$ cat config.mk
export PLATFORM = sky130hd
export DESIGN_NAME = popcount_stream_acc
export DESIGN_NICKNAME = d
export VERILOG_FILES = /design/src/rtl/popcount_stream_acc.sv
export SDC_FILE = /design/constraint.sdc
export NUM_CORES = 1
export LEC_CHECK = 0
export ABC_AREA = 1
export CORE_ASPECT_RATIO = 1.25
export CORE_UTILIZATION = 50
export CTS_CLUSTER_SIZE = 20
export DETAILED_ROUTE_END_ITERATION = 10
export PLACE_DENSITY = 0.81
export SETUP_SLACK_MARGIN = 0.4
export SYNTH_ARGS = -nofsm -noshare
export SYNTH_HDL_FRONTEND = slang
export SYNTH_HIERARCHICAL = 1
export SYNTH_SLANG_ARGS = --single-unit
$ cat constraint.sdc
create_clock -name clk -period 4.3 [get_ports clk]
set_clock_uncertainty 0.15 [all_clocks]
set_input_delay 0.43 -clock clk [delete_from_list [all_inputs] [get_ports clk]]
set_output_delay 0.43 -clock clk [all_outputs]
set_load 0.02 [all_outputs]
$ cat src/rtl/popcount_stream_acc.sv
// Streaming popcount accumulator: sums the popcount of 16-bit words over a frame
// of up to NUM_WORDS words and presents the total on a registered valid/ready port.

module pc_popcount16 #(
  parameter int unsigned IMPL_TYPE = 0
) (
  input  logic [15:0] a,
  output logic [4:0]  count
);

  if (IMPL_TYPE == 0) begin : g_serial
    always_comb begin
      count = '0;
      for (int i = 0; i < 16; i++) begin
        count = count + 5'(a[i]);
      end
    end
  end else begin : g_tree
    // Balanced adder tree: pairs of bits, then pairs of partial sums.
    logic [1:0] lvl1 [8];
    logic [2:0] lvl2 [4];
    logic [3:0] lvl3 [2];

    for (genvar g = 0; g < 8; g++) begin : g_lvl1
      assign lvl1[g] = {1'b0, a[2*g]} + {1'b0, a[2*g+1]};
    end
    for (genvar g = 0; g < 4; g++) begin : g_lvl2
      assign lvl2[g] = {1'b0, lvl1[2*g]} + {1'b0, lvl1[2*g+1]};
    end
    for (genvar g = 0; g < 2; g++) begin : g_lvl3
      assign lvl3[g] = {1'b0, lvl2[2*g]} + {1'b0, lvl2[2*g+1]};
    end
    assign count = {1'b0, lvl3[0]} + {1'b0, lvl3[1]};
  end

endmodule

module pc_acc_adder #(
  parameter int unsigned W         = 8,
  parameter int unsigned IMPL_TYPE = 0
) (
  input  logic [W-1:0] a,
  input  logic [W-1:0] b,
  output logic [W-1:0] sum
);

  if (IMPL_TYPE == 0) begin : g_behav
    assign sum = a + b;
  end else begin : g_ripple
    // Carry-out is dropped: callers size W so the sum cannot overflow.
    logic carry;
    always_comb begin
      carry = 1'b0;
      sum   = '0;
      for (int i = 0; i < int'(W); i++) begin
        sum[i] = a[i] ^ b[i] ^ carry;
        carry  = (a[i] & b[i]) | (carry & (a[i] ^ b[i]));
      end
    end
  end

endmodule

module popcount_stream_acc #(
  parameter int unsigned NUM_WORDS = 8,
  parameter int unsigned ACC_WIDTH = 8,
  parameter int unsigned IMPL_TYPE = 0,
  localparam int unsigned CNT_W    = $clog2(NUM_WORDS + 1)
) (
  input  logic                 clk,
  input  logic                 rst,
  input  logic                 in_valid,
  output logic                 in_ready,
  input  logic [15:0]          A,
  input  logic                 in_last,
  output logic                 out_valid,
  input  logic                 out_ready,
  output logic [ACC_WIDTH-1:0] Y,
  output logic [CNT_W-1:0]     out_words
);

  if (NUM_WORDS < 1) begin : g_bad_num_words
    $error("popcount_stream_acc: NUM_WORDS must be at least 1");
  end
  if (ACC_WIDTH < 5 + $clog2(NUM_WORDS)) begin : g_bad_acc_width
    $error("popcount_stream_acc: ACC_WIDTH too small to hold a full frame total");
  end

  typedef enum logic [1:0] {
    S_IDLE,
    S_ACCUM,
    S_DONE
  } state_t;

  state_t               state;
  logic [ACC_WIDTH-1:0] acc;
  logic [CNT_W-1:0]     cnt;

  logic [4:0]           pc;
  logic [ACC_WIDTH-1:0] pc_ext;
  logic [ACC_WIDTH-1:0] acc_base;
  logic [ACC_WIDTH-1:0] acc_sum;
  logic [CNT_W-1:0]     cnt_base;
  logic [CNT_W-1:0]     cnt_next;
  logic                 acc_en;
  logic                 frame_end;

  pc_popcount16 #(
    .IMPL_TYPE(IMPL_TYPE)
  ) u_popcount (
    .a    (A),
    .count(pc)
  );

  assign pc_ext = ACC_WIDTH'(pc);

  // A word only extends the running frame in ACCUM; otherwise it starts a new one.
  assign acc_base = (state == S_ACCUM) ? acc : '0;
  assign cnt_base = (state == S_ACCUM) ? cnt : '0;

  pc_acc_adder #(
    .W        (ACC_WIDTH),
    .IMPL_TYPE(IMPL_TYPE)
  ) u_acc_add (
    .a  (acc_base),
    .b  (pc_ext),
    .sum(acc_sum)
  );

  pc_acc_adder #(
    .W        (CNT_W),
    .IMPL_TYPE(IMPL_TYPE)
  ) u_cnt_add (
    .a  (cnt_base),
    .b  (CNT_W'(1)),
    .sum(cnt_next)
  );

  assign in_ready  = !rst && ((state != S_DONE) || out_ready);
  assign acc_en    = in_valid && in_ready;
  assign frame_end = in_last || (cnt_next == CNT_W'(NUM_WORDS));

  // Result release first; an accepted word in the same cycle overrides the idle clear.
  always_ff @(posedge clk or posedge rst) begin
    if (rst) begin
      state     <= S_IDLE;
      acc       <= '0;
      cnt       <= '0;
      out_valid <= 1'b0;
      Y         <= '0;
      out_words <= '0;
    end else begin
      if ((state == S_DONE) && out_ready) begin
        state     <= S_IDLE;
        acc       <= '0;
        cnt       <= '0;
        out_valid <= 1'b0;
      end
      if (acc_en) begin
        acc <= acc_sum;
        cnt <= cnt_next;
        if (frame_end) begin
          state     <= S_DONE;
          out_valid <= 1'b1;
          Y         <= acc_sum;
          out_words <= cnt_next;
        end else begin
          state <= S_ACCUM;
        end
      end
    end
  end

endmodule

### Word-level counts from Yosys, hierarchy flattened

Index checks and enable logic that the tools add are counted.

* bits in registers: 27
* input port bits: 21
* output and inout port bits: 14
* logic and storage cells: 47

* add/subtract/negate cells: 17
* equal/unequal tests: 4
* mux-type cells: 12
* reduce and logical (&&, ||, !) cells: 8

Operator list (count)
* $add 5x1->5: 14
* $mux 8: 3
* $mux 4: 3
* $add 8x5->8: 1
* $mux 2: 3
* $add 4x1->4 const B: 1
* $eq 4x4->1 const B: 1
* $logic_and 1x1->1: 3
* $mux 1: 3
* $add 1x1->2: 1
* $eq 2x1->1 const B: 1
* $eq 2x2->1 const B: 1
* $logic_or 1x1->1: 2
* $ne 2x2->1 const B: 1
* $reduce_and 2->1: 1
* $reduce_bool 2->1: 1
* $logic_not 1->1: 1

### Logic depth before layout (Yosys ltp)

* depth in word-level cells: 17
* mapped depth: 22
* mapped depth without buffers: 22

### Cells and area by module

The synthesis kept the hierarchy.

By module, submodules not included
* popcount_stream_acc: instances 1, cells an instance 142, area an instance 1234.9 sq um, seq. area each 675.6 sq um
* pc_popcount16: instances 1, cells an instance 56, area an instance 429.2 sq um, seq. area each 0.0 sq um
* pc_acc_adder (u_acc_add): instances 1, cells an instance 60, area an instance 361.6 sq um, seq. area each 0.0 sq um
* pc_acc_adder (u_cnt_add): instances 1, cells an instance 19, area an instance 122.6 sq um, seq. area each 0.0 sq um

### Worst setup path before layout

Ideal clock, no wire load.

* kind: input to register
* from: input port A[0]
* to: register acc[6]
* library setup time: 126 ps
* data arrival time: 4107 ps
* data required time: 4024 ps
* path slack: -82 ps
* stages on the path: 20
* path buffers: 0
* path through: inv_1 -> fa_1 -> fa_1 -> fa_1 -> fa_1 -> inv_1 -> ha_1 -> inv_1 -> fa_1 -> inv_1 -> inv_1 -> fa_1 -> inv_1 -> nand2_1 -> nand2_1 -> nand3_1 -> nand3_1 -> nand2_1 -> nand2_1 -> o21ai_0

* longest elaborated chain between the ends: 17

Ends and longest elaborated chain
* start: declaration: line 74 `input logic [15:0] A,`
* $add 1x1->2: line 15 `count = count + 5'(a[i]);`
* $add 5x1->5 (14 in series): line 15
* net pc[1]: line 99 `logic [4:0] pc;`
* $add 8x5->8: line 48 `assign sum = a + b;`
* net acc_sum[6]: line 102 `logic [ACC_WIDTH-1:0] acc_sum;`
* $mux 8: line 159 `if (acc_en) begin`
* end signal: assignment: line 160 `acc <= acc_sum;`
* end: declaration: line 96 `logic [ACC_WIDTH-1:0] acc;`

The timed path passes the listed nets, and every way through them passes these cells.
A chain may end at the register's enable or synchronous reset.

### Final worst setup path

* from: input port A[13]
* to: register acc[2]

* longest elaborated chain between the ends: 5

Ends and longest elaborated chain (line)
* $add 5x1->5 (3 in series): 15
* net pc[2]: 99
* $add 8x5->8: 48
* net acc_sum[2]: 102
* $mux 8: 159

The timed path passes the listed nets, and every way through them passes these cells.

==> impl_metrics.json <==
{
  "cp_top_family": "adder cells",
  "p_clk_frac": 0.094,
  "cts_tree": "built",
  "netlist_top_cells_area": "dfrtp_1, nand2_1, fa_1",
  "worst-setup-path-type": "in2reg",
  "hold_viol_final": 0,
  "ys_types": 26,
  "cts.sinks": 27,
  "synthFlopType": "dfrtp_1",
  "arrival_ns": 4.25,
  "firstDrtPassIters": 4,
  "htreeDepth": 1,
  "diodes": 0,
  "async_flop_share": 1.00,
  "synth_edf_count": 0,
  "timing.fmax_ghz": 0.235,
  "overflow": 0,
  "drtIter0Drc": 88,
  "ys_warn_count": 6,
  "cts_hold_buf": 0,
  "netlist.area_leader.share": 0.315,
  "clk_path_buf_depth": 2,
  "p_int_uw": 891,
  "post-route-period-util": 0.992,
  "critPathLaunchType": "input port",
  "drc": 0,
  "cts_buffers": 3,
  "routedWlPerCell_um": 11.0,
  "end_kind": "register",
  "syn_to_final_growth_pct": 26.2,
  "r2r_start": "state[1]",
  "power_frac_seq": 0.253,
  "nFillCells": 352,
  "first_global_vias": 1783,
  "die-width_um": 60.6,
  "cts_root_buf": "clkbuf_8",
  "power_density_nw_per_um2": 564,
  "grt_pass1_wl_um": 7040,
  "cap_violations": 0,
  "io_buffer_count": 34,
  "dp_hpwl_um": 3210,
  "rows": 26,
  "period_minus_slack_ns": 4.26,
  "power.total_uw": 1530,
  "synth.avg_cell_area_um2": 7.76,
  "fin_nets": 375,
  "worstPathMaxFanout": 2,
  "critPathSlowestCell": "fa_1",
  "track_usage": 0.208,
  "drive_above_1_share": 0.181,
  "status": "completed",
  "power_frac_comb": 0.653,
  "syn-cell-area_um2": 2150,
  "grt_max_degree": 30,
  "clk_latency_ns": 0.27,
  "ir_drop_mv": 0.344,
  "vias_per_cell": 4.69,
  "synth_top_cell_by_area": "dfrtp_1",
  "ys_seq_area_frac": 0.315,
  "die_y_um": 75.3,
  "tightestPinTransition_ns": 0.509,
  "core_area_um2": 4100,
  "maxSlewViolCount": 0,
  "p_switching_uw": 639,
  "gp_congestion": 0.790,
  "ant_nets": 0,
  "hp-class": "reg2reg",
  "grt_setup_unrepaired": "yes",
  "maxSlewHeadroom": 0.660,
  "syn_inst": 277,
  "io_pins": 35,
  "synth.ff_latch_count": 27,
  "critPathBufInv": 7,
  "post-route-util": 0.661,
  "min_from": "out_words[2]",
  "antenna_found_initial": 0,
  "crit_top_cell": "fa_1",
  "p_leak_uw": 0.00147,
  "cp_slowest_stage_delay_ns": 0.57,
  "cp.required_ns": 4.29,
  "dieArea_um2": 4560,
  "finalSetupViolCount": 0,
  "clk_pin_slew_ns": 0.09,
  "path_cells": "buf_6, inv_2, fa_1, fa_1, fa_1, fa_1, inv_1, ha_2, inv_2, fa_2, xnor2_2, ha_1, buf_4, buf_4, buf_4, xnor2_2, nand2_1, o21ai_1",
  "via_count": 1792,
  "switching_share": 0.418,
  "start_util": 0.524,
  "critPathLaunch": "A[13]",
  "wirelength_um": 4210
}
layout by cell type (no fill, tap or decap):
master           instances
ha_1                    14
nor2_1                  18
o21ai_2                  2
clkinv_1                 1
o21ai_1                  6
nand2_1                 69
nand2_2                  6
fa_2                     2
conb_1                   9
nand3_2                  2
xor2_1                   1
nand3_1                 22
clkdlybuf4s50_1         25
buf_6                    3
dfrtp_1                 27
clkbuf_1                 1
o22ai_2                  1
or2_4                    1
buf_2                    5
buf_4                   11
nand3b_1                 2
inv_2                   10
a21oi_2                  1
clkbuf_8                 3
xnor2_4                  1
nand3_4                  1
ha_2                     1
fa_1                    10
o21ai_0                  6
nor2_8                   1
xnor2_2                  4
inv_8                    1
a21oi_1                  2
or2_1                    2
nand2_4                  3
inv_1                   52
flip-flops by register name, indices dropped and copies added (netlist names):
register / count
Y: 8
acc: 8
cnt: 4
out_words: 4
state: 2
out_valid: 1
through the flow:
stage	worst slack (ns)	setup TNS [ns]	hold slack, ns	instance area [um2]	cells
after detailed placement	-0.737	-9.25	0.308	2600	375
after floorplan	0.0318	0	0.336	2190	284
after CTS	-0.0355	-0.109	0.329	2680	382
after global routing	-0.140	-1.10	0.374	2710	382
after global placement	-0.660	-8.06	0.306	2600	375
final	0.0360	0	0.331	2710	382
Yosys cell counts, types with 4 or more instances:
library cell,n
nand2_1,74
inv_1,62
dfrtp_1,27
nand3_1,23
nor2_1,18
ha_1,15
o21ai_0,13
fa_1,12
xnor2_1,4
worst min-delay path, stage by stage, from the launching register on:
cell and delay, ns:
dfrtp_1 0.35, nand2_1 0.05, nand2_1 0.04
what timing repair did:
| item | in CTS | in global routing |
|---|---|---|
| endpoints found under the hold margin | 0 | 0 |
| buffers inserted | 3 | 0 |
| resized for setup | 39 | 14 |
| setup endpoints to repair | 14 | 14 |
| pin swaps | 22 | 14 |
power groups by stage:
stage               Combinational, uW  Sequential [uW]  Clock, uW
floorplan                         535              444          0
global placement                  830              387          0
detailed placement                862              393          0
CTS                               979              388        144
global route                     1120              398        152
finish                            999              388        144
metal layers:
layer	global-route usage	wire, um	up-vias
met2	0.419	2370	34
met4	0.0808	70	0
met5	0	0	-
li1	-	-	915
met3	0.0189	82	6
met1	0.213	1690	837
logic make-up after synthesis:
family	count (synthesis)	share of synthesized area
simple gates	127	0.271
buf+inv	70	0.135
fa+ha+maj	27	0.199
flops	27	0.315
compound gates	18	0.0443
xor+xnor	6	0.0332
other cells	2	0.00350
layout make-up:
cell class / count / area (um2) / share of cell area
well taps: 56 / 70.1 / 0.0258
multi-input cells: 187 / 1280 / 0.473
flip-flops and latches: 27 / 676 / 0.249
clock buffers: 4 / 45.0 / 0.0166
inverters: 64 / 248 / 0.0914
repair buffers: 44 / 392 / 0.144
path summary, 6_finish.rpt:
| path | endpoint | slack (ns) | depth (start not counted) |
|---|---|---|---|
| min | out_words[2] | 0.33 | 2 |
| max in group asynchronous | acc[1] | 3.34 | 3 |
| min in group asynchronous | out_words[0] | 0.38 | 3 |
| max reg2reg | Y[6] | 1.53 | 12 |
| max | acc[2] | 0.04 | 18 |
| min reg2reg | out_words[2] | 0.33 | 2 |
(Power assumes the default switching activity.)
